===== src/rtl/ping_pong_counter_param.sv =====
// Bidirectional bounce/wrap counter between runtime bounds lo..hi with
// synchronous load, direction flip and a one-cycle turnaround/wrap pulse.
module ping_pong_counter_param #(
    parameter int WIDTH   = 4,
    parameter bit RST_DIR = 1'b1
) (
    input  logic             clk,
    input  logic             rst_n,
    input  logic             enable,
    input  logic             mode,
    input  logic             flip,
    input  logic             load,
    input  logic [WIDTH-1:0] load_value,
    input  logic [WIDTH-1:0] lo,
    input  logic [WIDTH-1:0] hi,
    output logic [WIDTH-1:0] out,
    output logic             direction,
    output logic             event_p
);

    localparam logic [WIDTH-1:0] ONE = WIDTH'(1);

    logic d_eff;
    logic bounds_bad;
    logic out_of_range;

    always_comb begin
        d_eff        = direction ^ flip;
        bounds_bad   = (lo >= hi);
        out_of_range = (out < lo) || (out > hi);
    end

    always_ff @(posedge clk) begin
        if (!rst_n) begin
            out       <= '0;
            direction <= RST_DIR;
            event_p   <= 1'b0;
        end else begin
            event_p <= 1'b0;
            if (load) begin
                out <= load_value;
            end else if (enable) begin
                if (bounds_bad) begin
                    out <= lo;
                end else if (out_of_range) begin
                    // Recover into range heading up; flip is deliberately ignored here.
                    out       <= lo;
                    direction <= 1'b1;
                end else if (d_eff) begin
                    if (out == hi) begin
                        event_p <= 1'b1;
                        if (mode) begin
                            out       <= lo;
                            direction <= 1'b1;
                        end else begin
                            out       <= hi - ONE;
                            direction <= 1'b0;
                        end
                    end else begin
                        out       <= out + ONE;
                        direction <= 1'b1;
                    end
                end else begin
                    if (out == lo) begin
                        event_p <= 1'b1;
                        if (mode) begin
                            out       <= hi;
                            direction <= 1'b0;
                        end else begin
                            out       <= lo + ONE;
                            direction <= 1'b1;
                        end
                    end else begin
                        out       <= out - ONE;
                        direction <= 1'b0;
                    end
                end
            end
        end
    end

endmodule

===== config.mk =====
export PLATFORM = sky130hd
export DESIGN_NAME = ping_pong_counter_param
export DESIGN_NICKNAME = d
export VERILOG_FILES = /design/src/rtl/ping_pong_counter_param.sv
export SDC_FILE = /design/constraint.sdc
export NUM_CORES = 1
export LEC_CHECK = 0
export ABC_AREA = 0
export CAP_MARGIN = 20
export CORE_ASPECT_RATIO = 0.8
export CORE_MARGIN = 2
export CORE_UTILIZATION = 45
export CTS_CLUSTER_SIZE = 20
export DETAILED_ROUTE_END_ITERATION = 10
export DONT_BUFFER_PORTS = 1
export MAX_ROUTING_LAYER = met4
export PLACE_DENSITY = 0.64
export SETUP_SLACK_MARGIN = 0.3
export SLEW_MARGIN = 20
export SYNTH_ARGS = -nofsm -noshare
export SYNTH_HDL_FRONTEND = slang
export SYNTH_SLANG_ARGS = --single-unit

===== constraint.sdc =====
create_clock -name clk -period 2.6 [get_ports clk]
set_clock_uncertainty 0.15 [all_clocks]
set_input_delay 0.52 -clock clk [delete_from_list [all_inputs] [get_ports clk]]
set_output_delay 0.52 -clock clk [all_outputs]
set_load 0.01 [all_outputs]

* Yosys cells after proc, flatten, opt, wreduce, memory -nomap -nowiden
Cells that the tools add are included.
** Storage, ports and cells
- Bits in registers :: 6
- Output and inout bits :: 6
- Input bits :: 18
- Word-level logic and storage cells :: 39
** Operators by class
- Bitwise operators :: 5
- Magnitude comparators :: 3
- Eq/ne operators :: 2
- Mux-type cells :: 18
- Add/sub/neg operators :: 4
- Reduce and logical (&&, ||, !) cells :: 4
** Operators by type and width (number)
- 4-bit 2-to-1 mux :: 9
- 1-bit 2-to-1 mux :: 9
- 4-bit by 1-bit adder with 4-bit output (second input constant) :: 2
- 4-bit equality test :: 2
- 4-bit by 1-bit subtractor with 4-bit output (second input constant) :: 2
- 5-bit OR reduction :: 1
- 4-bit >= comparator :: 1
- 4-bit greater-than comparator :: 1
- 4-bit < comparator :: 1
- 1-bit NOT :: 4
- 3-bit AND reduction :: 1
- 2-bit nonzero test :: 1
- 1-bit logical OR :: 1
- 1-bit XOR :: 1

* Logic depth before layout (Yosys ltp)
- Word-level depth :: 8
- Gate-level depth with buffers :: 8
- Gate-level depth less buffers :: 7

* Least setup slack after synthesis
Ideal clock, no wire load.
- Path type :: input port to flip-flop
- From :: in lo[0]
- To :: reg direction
- Path buffers :: 1
- Path slack :: 234 ps
- Data required time :: 2335 ps
- Arrival :: 2102 ps
- Library setup time :: 115 ps
- Stages on the path :: 8
- Cells stage by stage :: inv_1 -> ha_1 -> nand2b_4 -> a2111oi_4 -> o2bb2ai_2 -> or3b_1 -> buf_6 -> o21a_1
** Between the ends
- Word-level cells in the longest chain between the ends :: 4
- Elaborated cells between the ends (all ways) :: 9
- Those cells by class :: order compare (2); eq/ne (1); mux (3); bitwise (1); reduce/logical (2)
** RTL lines
- start, declared :: line 14 : input logic [WIDTH-1:0] lo,
- branches (longest 4 deep; another with 4-bit >= comparator)
- end signal, assigned :: line 48 : direction <= 1'b1;
- end signal, assigned :: line 54 : direction <= 1'b1;
- end signal, assigned :: line 68 : direction <= 1'b0;
- end, declared :: line 17 : output logic direction,
Parallel ways; which one is timed is not known.
A chain may end at the register's enable or synchronous reset.

* Worst setup path after layout
- From :: reg out[3]
- To :: reg direction
** Between the ends
- Word-level cells in the longest chain between the ends :: 4
- Elaborated cells between the ends (all ways) :: 9
- Those cells by class :: order compare (2); eq/ne (2); mux (4); reduce/logical (1)
** RTL lines
- start, declared :: line 16 : output logic [WIDTH-1:0] out,
- start signal, assigned :: line 41 : out <= load_value;
- start signal, assigned :: line 44 : out <= lo;
- start signal, assigned :: line 47 : out <= lo;
- 4-bit equality test, on equally long branches :: line 64, 50
- 1-bit 2-to-1 mux, on equally long branches :: line 64, 50
- 1-bit 2-to-1 mux :: line 49 : end else if (d_eff) begin
- 1-bit 2-to-1 mux (*) :: line 45 : end else if (out_of_range) begin
Mark *: on every way between the ends. The rest lies on a longest branch, timed or not.

==> results.py <==
metrics = {
    "detailed_routing": {
        "ant_nets": 0,
        "drtIter0Drc": 21,
        "wl_um": 2410,
        "vias": 906,
        "vias_per_cell": 6.00,
        "avgRoutedWirePerCell_um": 16.0,
        "drt-pass1-iter-count": 4,
        "drcViolationCount": 0,
    },
    "global_routing": {
        "met2_usage_pct": 35.0,
        "grt_pass1_wl_um": 4060,
        "grt_max_degree": 16,
        "grt_pass1_vias": 861,
        "grt_overflow": 0,
        "use_met3_pct": 3.41,
        "grt_use_met1_pct": 28.6,
        "busiest_layer": "met2",
        "globalRouteTotalUtil_pct": 21.2,
        "antenna_found_initial": 0,
    },
    "sta": {
        "setup_viol": 0,
        "slew_violations": 0,
        "slew_headroom_pct": 74.7,
        "tightest_slew_ns": 0.379,
        "rsz0062_at_grt": "false",
        "final_hold_viol_count": 0,
        "clock.fmax_mhz": 462,
        "min_period_ns": 2.16,
        "layout_setup_ws_ns": 0.437,
        "period_share_pct": 83.2,
        "setup_tns_ns": 0,
    },
    "layout": {
        "nets": 163,
        "regArea_um2": 123,
        "multiInputGateArea_um2": 792,
        "nFillCells": 196,
        "syn2layout_area_growth_pct": 7.37,
        "num_antenna_cells": 0,
        "drive_above_1_share_pct": 11.0,
    },
    "power": {
        "powerDensity_nw_per_um2": 345,
        "cellLeakagePower_uw": 0.000439,
        "ir_drop_mv": 0.217,
    },
    "critical_path": {
        "r2r_slack_ns": 0.44,
        "cp_max_fo": 6,
        "critical_path_arrival_ns": 2.15,
        "end_kind": "flip-flop",
        "cp_data_required_time_ns": 2.58,
        "startpoint_type": "flip-flop",
        "path_class": "reg2reg",
    },
    "synthesis": {
        "syn-instance-count": 123,
        "ys_ff_latch": 6,
        "synth_area_um2": 967,
        "yosysMostFrequentCell": "ha_1",
        "synthFlopType": "dfxtp_1",
        "syn_nets": 157,
        "avgSynthCellArea_um2": 7.86,
        "synth_edf_count": 0,
        "synth.largest_area_cell": "ha_1",
        "async_flop_share_pct": 0,
        "synthTopCellsByCount": "ha_1, nand2_1, inv_1",
        "synth-seq-area-share_pct": 12.4,
        "synth_top_area_share_pct": 20.7,
        "netlist-cell-type-count": 32,
        "yosys_warnings": 0,
        "synth_area_leaders": "ha_1, dfxtp_1, nand2_1",
    },
    "clock_tree": {
        "cts-root-buf": "clkbuf_4",
        "cts_tree": "built",
        "cts_htree_levels": 1,
        "insertion_delay_ns": 0.24,
        "clk_pin_slew_ns": 0.05,
        "ctsHoldBuffers": 0,
        "clockBufferDepth": 2,
        "cts_made_buffers": 3,
        "cts_sinks": 6,
    },
    "placed_design": {
        "dp_hpwl_um": 2010,
        "pre_cts_ws_ns": 0.247,
        "io_buffers": 0,
        "gp_congestion": 0.855,
    },
    "floorplan": {
        "dieArea_um2": 2540,
        "die-height_um": 45.5,
        "die_w_um": 55.8,
        "start_util_pct": 49.3,
        "fp-row-count": 14,
        "io_pins": 24,
        "coreArea_um2": 1960,
    },
    "job": {
        "max_cap_viol_count": 0,
    },
    "status": {
        "status": "finished, final reports clean",
    },
    "worst_hold_path": {
        "hold_path.class": "in2reg",
    },
}
-- per-layer routing --
layer | wire, µm | part of all wire [%]
met1 | 1110 | 46
met2 | 1090 | 45
met3 | 198 | 8.2
met4 | 15 | 0.62
met5 | 0 | 0
-- final cells by class --
type	instances	area share [%]
Multi-Input combinational cell	103	76.3
Sequential cell	6	11.8
Inverter	11	3.98
Timing Repair Buffer	4	2.89
Tap cell	24	2.89
Clock buffer	3	2.17
-- critical path: stages (launching register included) --
cell and delay (ns):
dfxtp_1 0.54, ha_1 0.33, o21ai_0 0.08, a21oi_1 0.05, o21a_1 0.21, or3b_1 0.48
o21a_1 0.21
-- power breakdown --
part / internal (µW) / switching [µW]
logic: 77.2 / 83.1
registers: 98.8 / 14.9
clock network: 52.1 / 32.1
-- cells in the final DEF, fill, tap and decap left out, types with 2 or more instances in the layout --
cell      synthesis  layout
dfxtp_2           0       2
nor2b_1           2       2
o21ai_0           9       9
nand2b_1          5       5
nor2_1            3       3
nand3_1           2       2
o31ai_1           2       2
a32o_1            2       2
xor2_1            3       3
a21oi_1           9       9
nand2_1          14      14
nand4_1           2       2
xnor2_1           6       6
and2_1            2       2
nor3_1            2       2
buf_4             0       4
and4_1            2       2
dfxtp_1           6       4
o221ai_1          5       5
o211ai_1          4       4
clkbuf_4          0       3
ha_1             16      16
inv_1            11      11
o21a_1            4       4
-- per-stage QoR --
stage                     cell area [µm²]  hold WS [ns]  power [µW]  cells  utilization (%)
after detailed placement             1000         0.505         271    147             51.0
after floorplan                       967         0.478         237    123                -
after global placement               1000         0.501         268    147             51.0
after global routing                 1040         0.263         387    151             52.9
after CTS                            1030         0.254         358    150             52.4
final                                1040         0.257         358    151             52.9
-- cells by family (layout without fill, tap and decap cells) --
group           count (synthesis)  count (layout)  synth area share, %
compound gates                 40              40                 30.8
xor+xnor                        9               9                 8.15
fa+ha+maj                      16              16                 20.7
buf+inv                        14              18                 6.21
flops                           6               6                 12.4
mux                             1               1                 1.03
simple gates                   37              37                 20.7
-- state kept, by name, indices dropped and copies added (netlist names) --
| signal | cells |
|---|---|
| direction | 1 |
| out | 4 |
| event_p | 1 |
-- worst paths after layout --
path                          startpoint                     end  cells after the start
setup / recovery     out[3]$_SDFFE_PN0P_  direction$_SDFFE_PN1P_                      6
hold / removal                     rst_n     out[3]$_SDFFE_PN0P_                      2
setup reg to reg     out[3]$_SDFFE_PN0P_  direction$_SDFFE_PN1P_                      6
hold reg to reg   direction$_SDFFE_PN1P_  direction$_SDFFE_PN1P_                      2
-- repair_timing --
item,CTS,global route
pin swaps,0,1
setup buffers,0,1
gates resized for setup,1,2
endpoints found under the setup margin,1,6
(Power assumes the default switching activity.)
==> variant 1, RTL diff (config.mk and constraints unchanged) <==
Put one more register stage on the output `event_p`. The value now appears one clock later. The other outputs are not delayed to match.
--- a/src/rtl/ping_pong_counter_param.sv
+++ b/src/rtl/ping_pong_counter_param.sv
@@ -22,2 +22,4 @@
 
+    logic event_p_s0;
+
     logic d_eff;
@@ -36,5 +38,5 @@
             direction <= RST_DIR;
-            event_p   <= 1'b0;
+            event_p_s0 <= 1'b0;
         end else begin
-            event_p <= 1'b0;
+            event_p_s0 <= 1'b0;
             if (load) begin
@@ -50,3 +52,3 @@
                     if (out == hi) begin
-                        event_p <= 1'b1;
+                        event_p_s0 <= 1'b1;
                         if (mode) begin
@@ -64,3 +66,3 @@
                     if (out == lo) begin
-                        event_p <= 1'b1;
+                        event_p_s0 <= 1'b1;
                         if (mode) begin
@@ -81,2 +83,6 @@
 
+    always_ff @(posedge clk) begin
+        event_p <= event_p_s0;
+    end
+
 endmodule
Function: changed (Yosys sat finds a counterexample within 4 cycles, from zero or initial values and one cycle with rst_n low).
==> variant 1 against the original RTL <==
- final cell count rose by 6.6%
- highest routed layer unchanged
- design area increased by 9.5%
- core utilization decreased by 0.69 points
- sequential cell count grew 1
- largest power group unchanged
- worst setup slack worse by 1.7 ps
- synthesized area increased by 7.8%
- critical path type unchanged
- routed wire length grew 18%
- die area is 7.1% higher
- power increased by 13%
==> variant 1: results (changes against the original RTL) <==
metric,value,unit,change
r2r-start,out[0]$_SDFFE_PN0P_,,
wl_met1,1.37,mm,+23%
synth_fa_ha_area_frac,0.192,,-0.0149
status,finished clean,,
synthTopCellsByCount,"ha_1, nand2_1, inv_1",,
wire_per_inst,17.7,um,+11%
wl_met3,174,um,-12%
synth_area_leaders,"ha_1, dfxtp_1, xnor2_1, nand2_1, inv_1",,
muxShareOfSynthArea,0.00960,,-0.000745
worstPathArrival,2230,ps,+80 ps
dp_hpwl,2.33,mm,+16%
wirelength,2.84,mm,+18%
regToRegSetupSlack,440,ps,about the same
seq_area_frac_synth,0.134,,+0.0103
drt-pass1-iter-count,6,,+2
post_dp_cell_area,0.00111,mm2,+11%
placedCellCount,157,,+6.8%
nNetsFinal,171,,+4.9%
gp_congestion,0.932,,+9.0%
synth.distinct_cells,42,,+31%
worstReg2RegEnd,out[1]$_SDFFE_PN0P_,,
drive_gt1_frac,0.140,,+0.0295
synth_xor_xnor_area_share,0.0828,,+0.00133
max_freq,462,MHz,about the same
clock_latency,260,ps,+20 ps
grtUsageTotal,0.235,,+0.0225
dr_total_vias,997,,+10%
fillers,202,,+3.1%
relSlewSlack,0.704,,-0.0427
[variant 1: metal layers]
layer,GRT usage,vias up
li1,-,495
met1,0.331,463
met2,0.357,37
met3,0.0468,2
met4,0.0279,0
met5,-,-
[variant 1: cells by family after synthesis]
family | Yosys count
AO/OA/AOI/OAI | 39
buffers and inverters | 15
flip-flops | 7
adder cells (fa/ha/maj) | 16
AND/OR/NAND/NOR | 42
XOR/XNOR | 9
multiplexers | 1
[variant 1: power breakdown]
group	internal, W	switching, W
Clock	0.0000590	0.0000471
Combinational	0.0000831	0.0000973
Sequential	0.000113	0.00000576
Total	0.000255	0.000150
[variant 1: worst min path at each step]
stage / slack, ps / to / cells after the start / from
finish: 180 / event_p$_DFF_P_ / 0 / event_p_s0$_SDFF_PP0_
global route: 190 / event_p$_DFF_P_ / 0 / event_p_s0$_SDFF_PP0_
CTS: 180 / event_p$_DFF_P_ / 0 / event_p_s0$_SDFF_PP0_
detailed placement: 160 / event_p$_DFF_P_ / 0 / event_p_s0$_SDFF_PP0_
global placement: 160 / event_p$_DFF_P_ / 0 / event_p_s0$_SDFF_PP0_
floorplan: 160 / event_p$_DFF_P_ / 0 / event_p_s0$_SDFF_PP0_
[variant 1: layout make-up]
class	count	area, um2	area share
flip-flops and latches	7	140	0.123
inverters	12	45.0	0.0396
clock buffers	4	26.3	0.0231
multi-input cells	107	850	0.747
repair buffers	6	45.0	0.0396
well taps	25	31.3	0.0275
[variant 1: timing repair]
action                     CTS  global route
hold endpoints to repair     0             0
setup endpoints to repair    0             3
resized for setup            0             3
[variant 1: critical path: stages (launching register included)]
cell and delay [ps]:
dfxtp_1 330, inv_1 80, buf_4 160, ha_1 270, nand4_1 300, nand2_1 170
o211ai_1 100, a2111oi_1 400, a221o_1 160
==> variant 2, RTL diff (same flow settings) <==
Without the edit above. The parameter `RST_DIR` goes from 1'b1 to 1'b0.
--- a/src/rtl/ping_pong_counter_param.sv
+++ b/src/rtl/ping_pong_counter_param.sv
@@ -4,3 +4,3 @@
     parameter int WIDTH   = 4,
-    parameter bit RST_DIR = 1'b1
+    parameter bit RST_DIR = 1'b0
 ) (
Function: changed (Yosys sat finds a counterexample within 4 cycles, from zero or initial values and one cycle with rst_n low).
==> variant 2 against the original RTL <==
- sequential cell count did not move
- count of clock-buffer cells in the layout unchanged
- synthesized area up 1.9%
- hold slack improved by 2.5 ps
- non-clock buffer count is 3 higher
- design area rose by 4.6%
- routed wire length up 16%
- worst setup slack worse by 63 ps
- via count is 13% higher
- final cell count increased by 5.3%
- power rose by 9.3%
- core utilization fell by 1.7 points
- critical endpoint is now out[1]$_SDFFE_PN0P_
==> variant 2: results (changes against the original RTL) <==
metric,value,unit,change
worstReg2RegEnd,out[1]$_SDFFE_PN0P_,,
status,finished clean,,
worstHoldStart,rst_n,,
dr_total_vias,1021,,+13%
async_flop_share,0,,unchanged
grt_pass1_wl,4.39,mm,+8.0%
leakage,0.444,nW,+1.1%
drive_gt1_frac,0.164,,+0.0539
critical_path.slowest_cell,or4b_1,,
synth_area_leaders,"ha_1, dfxtp_1, o211ai_1, a21oi_1, xnor2_1",,
pwr-share-clk,0.235,,about the same
grtUsageTotal,0.231,,+0.0193
use_met3,0.0398,,+0.00568
clock_latency,260,ps,+20 ps
r2r-start,out[1]$_SDFFE_PN0P_,,
use_met1,0.296,,+0.0101
worstPathArrival,2240,ps,+90 ps
wire_per_inst,17.6,um,+10%
p_comb,0.000185,W,+16%
dp_hpwl,2.21,mm,+9.8%
regToRegSetupSlack,370,ps,-60 ps
slowest_delay,490,ps,-50 ps
nNetsFinal,170,,+4.3%
placedCellCount,153,,+4.1%
fillers,208,,+6.1%
seq_area_frac_synth,0.122,,-0.00236
grt_pass1_vias,967,,+12%
wl_met2,1.33,mm,+22%
drtIter0Drc,51,,+140%
drtAntennaViolNets,0,,unchanged
wl_met3,156,um,-21%
max-vdd-ir-drop,198,uV,-8.9%
internal-power,0.000238,W,+4.3%
wl_met1,1.30,mm,+17%
synth_nets,162,,+3.2%
relSlewSlack,0.722,,-0.0248
gp_congestion,0.878,,+2.7%
worstPathMaxFanout,7,,+1
synthTopCellsByCount,"ha_1, nand2_1, a21oi_1",,
syn_area_per_cell,7.70,um2,-2.0%
wirelength,2.80,mm,+16%
met2_usage,0.379,,+0.0288
==> variant 2: cell types whose count changed after synthesis, sizes merged, moves of 2 or more <==
cell     delta
nand2b      -3
a32o        -2
o21a        -3
o21ai       -6
a21oi       +3
o211ai      +4
nor2        +2
and2        -2
or3         +2
o2111ai     +3
nor3        +3
o221ai      -2
==> variant 2: through the flow <==
step	hold slack [ps]	area, um2	utilization	worst slack (ps)	power [W]
finish	259	1090	0.512	374	0.000391
global route	258	1090	0.512	301	0.000416
CTS	258	1060	0.499	359	0.000378
detailed placement	464	1030	0.487	166	0.000289
global placement	459	1030	0.487	236	0.000284
floorplan	425	1010	-	277	0.000250
==> variant 2: worst min-delay path by stage <==
stage | to | slack [ps] | cells past startpoint
floorplan | direction$_SDFFE_PN0P_ | 420 | 2
global placement | direction$_SDFFE_PN0P_ | 460 | 2
detailed placement | direction$_SDFFE_PN0P_ | 460 | 2
CTS | out[3]$_SDFFE_PN0P_ | 260 | 2
global route | out[1]$_SDFFE_PN0P_ | 260 | 2
finish | out[1]$_SDFFE_PN0P_ | 260 | 2
==> variant 2: layout make-up <==
type / count / share of cell area
well taps: 25 / 0.0288
repair buffers: 7 / 0.0484
inverters: 11 / 0.0449
flip-flops and latches: 6 / 0.113
multi-input cells: 107 / 0.744
clock buffers: 3 / 0.0207
==> variant 2: what timing repair did <==
item                                    4_1_cts  5_1_grt
resized for setup                             2        2
endpoints found under the setup margin        2        4
pin swaps                                     1        1
buffers inserted                              0        3
==> variant 2: kinds of logic after synthesis <==
logic type,synth area share
adders and majority gates,0.203
and+or+nand+nor,0.223
DFF,0.122
xor gates and xnor gates,0.0888
muxes,0.0102
AOI/OAI and AO/OA,0.277
buffers and inverters,0.0762
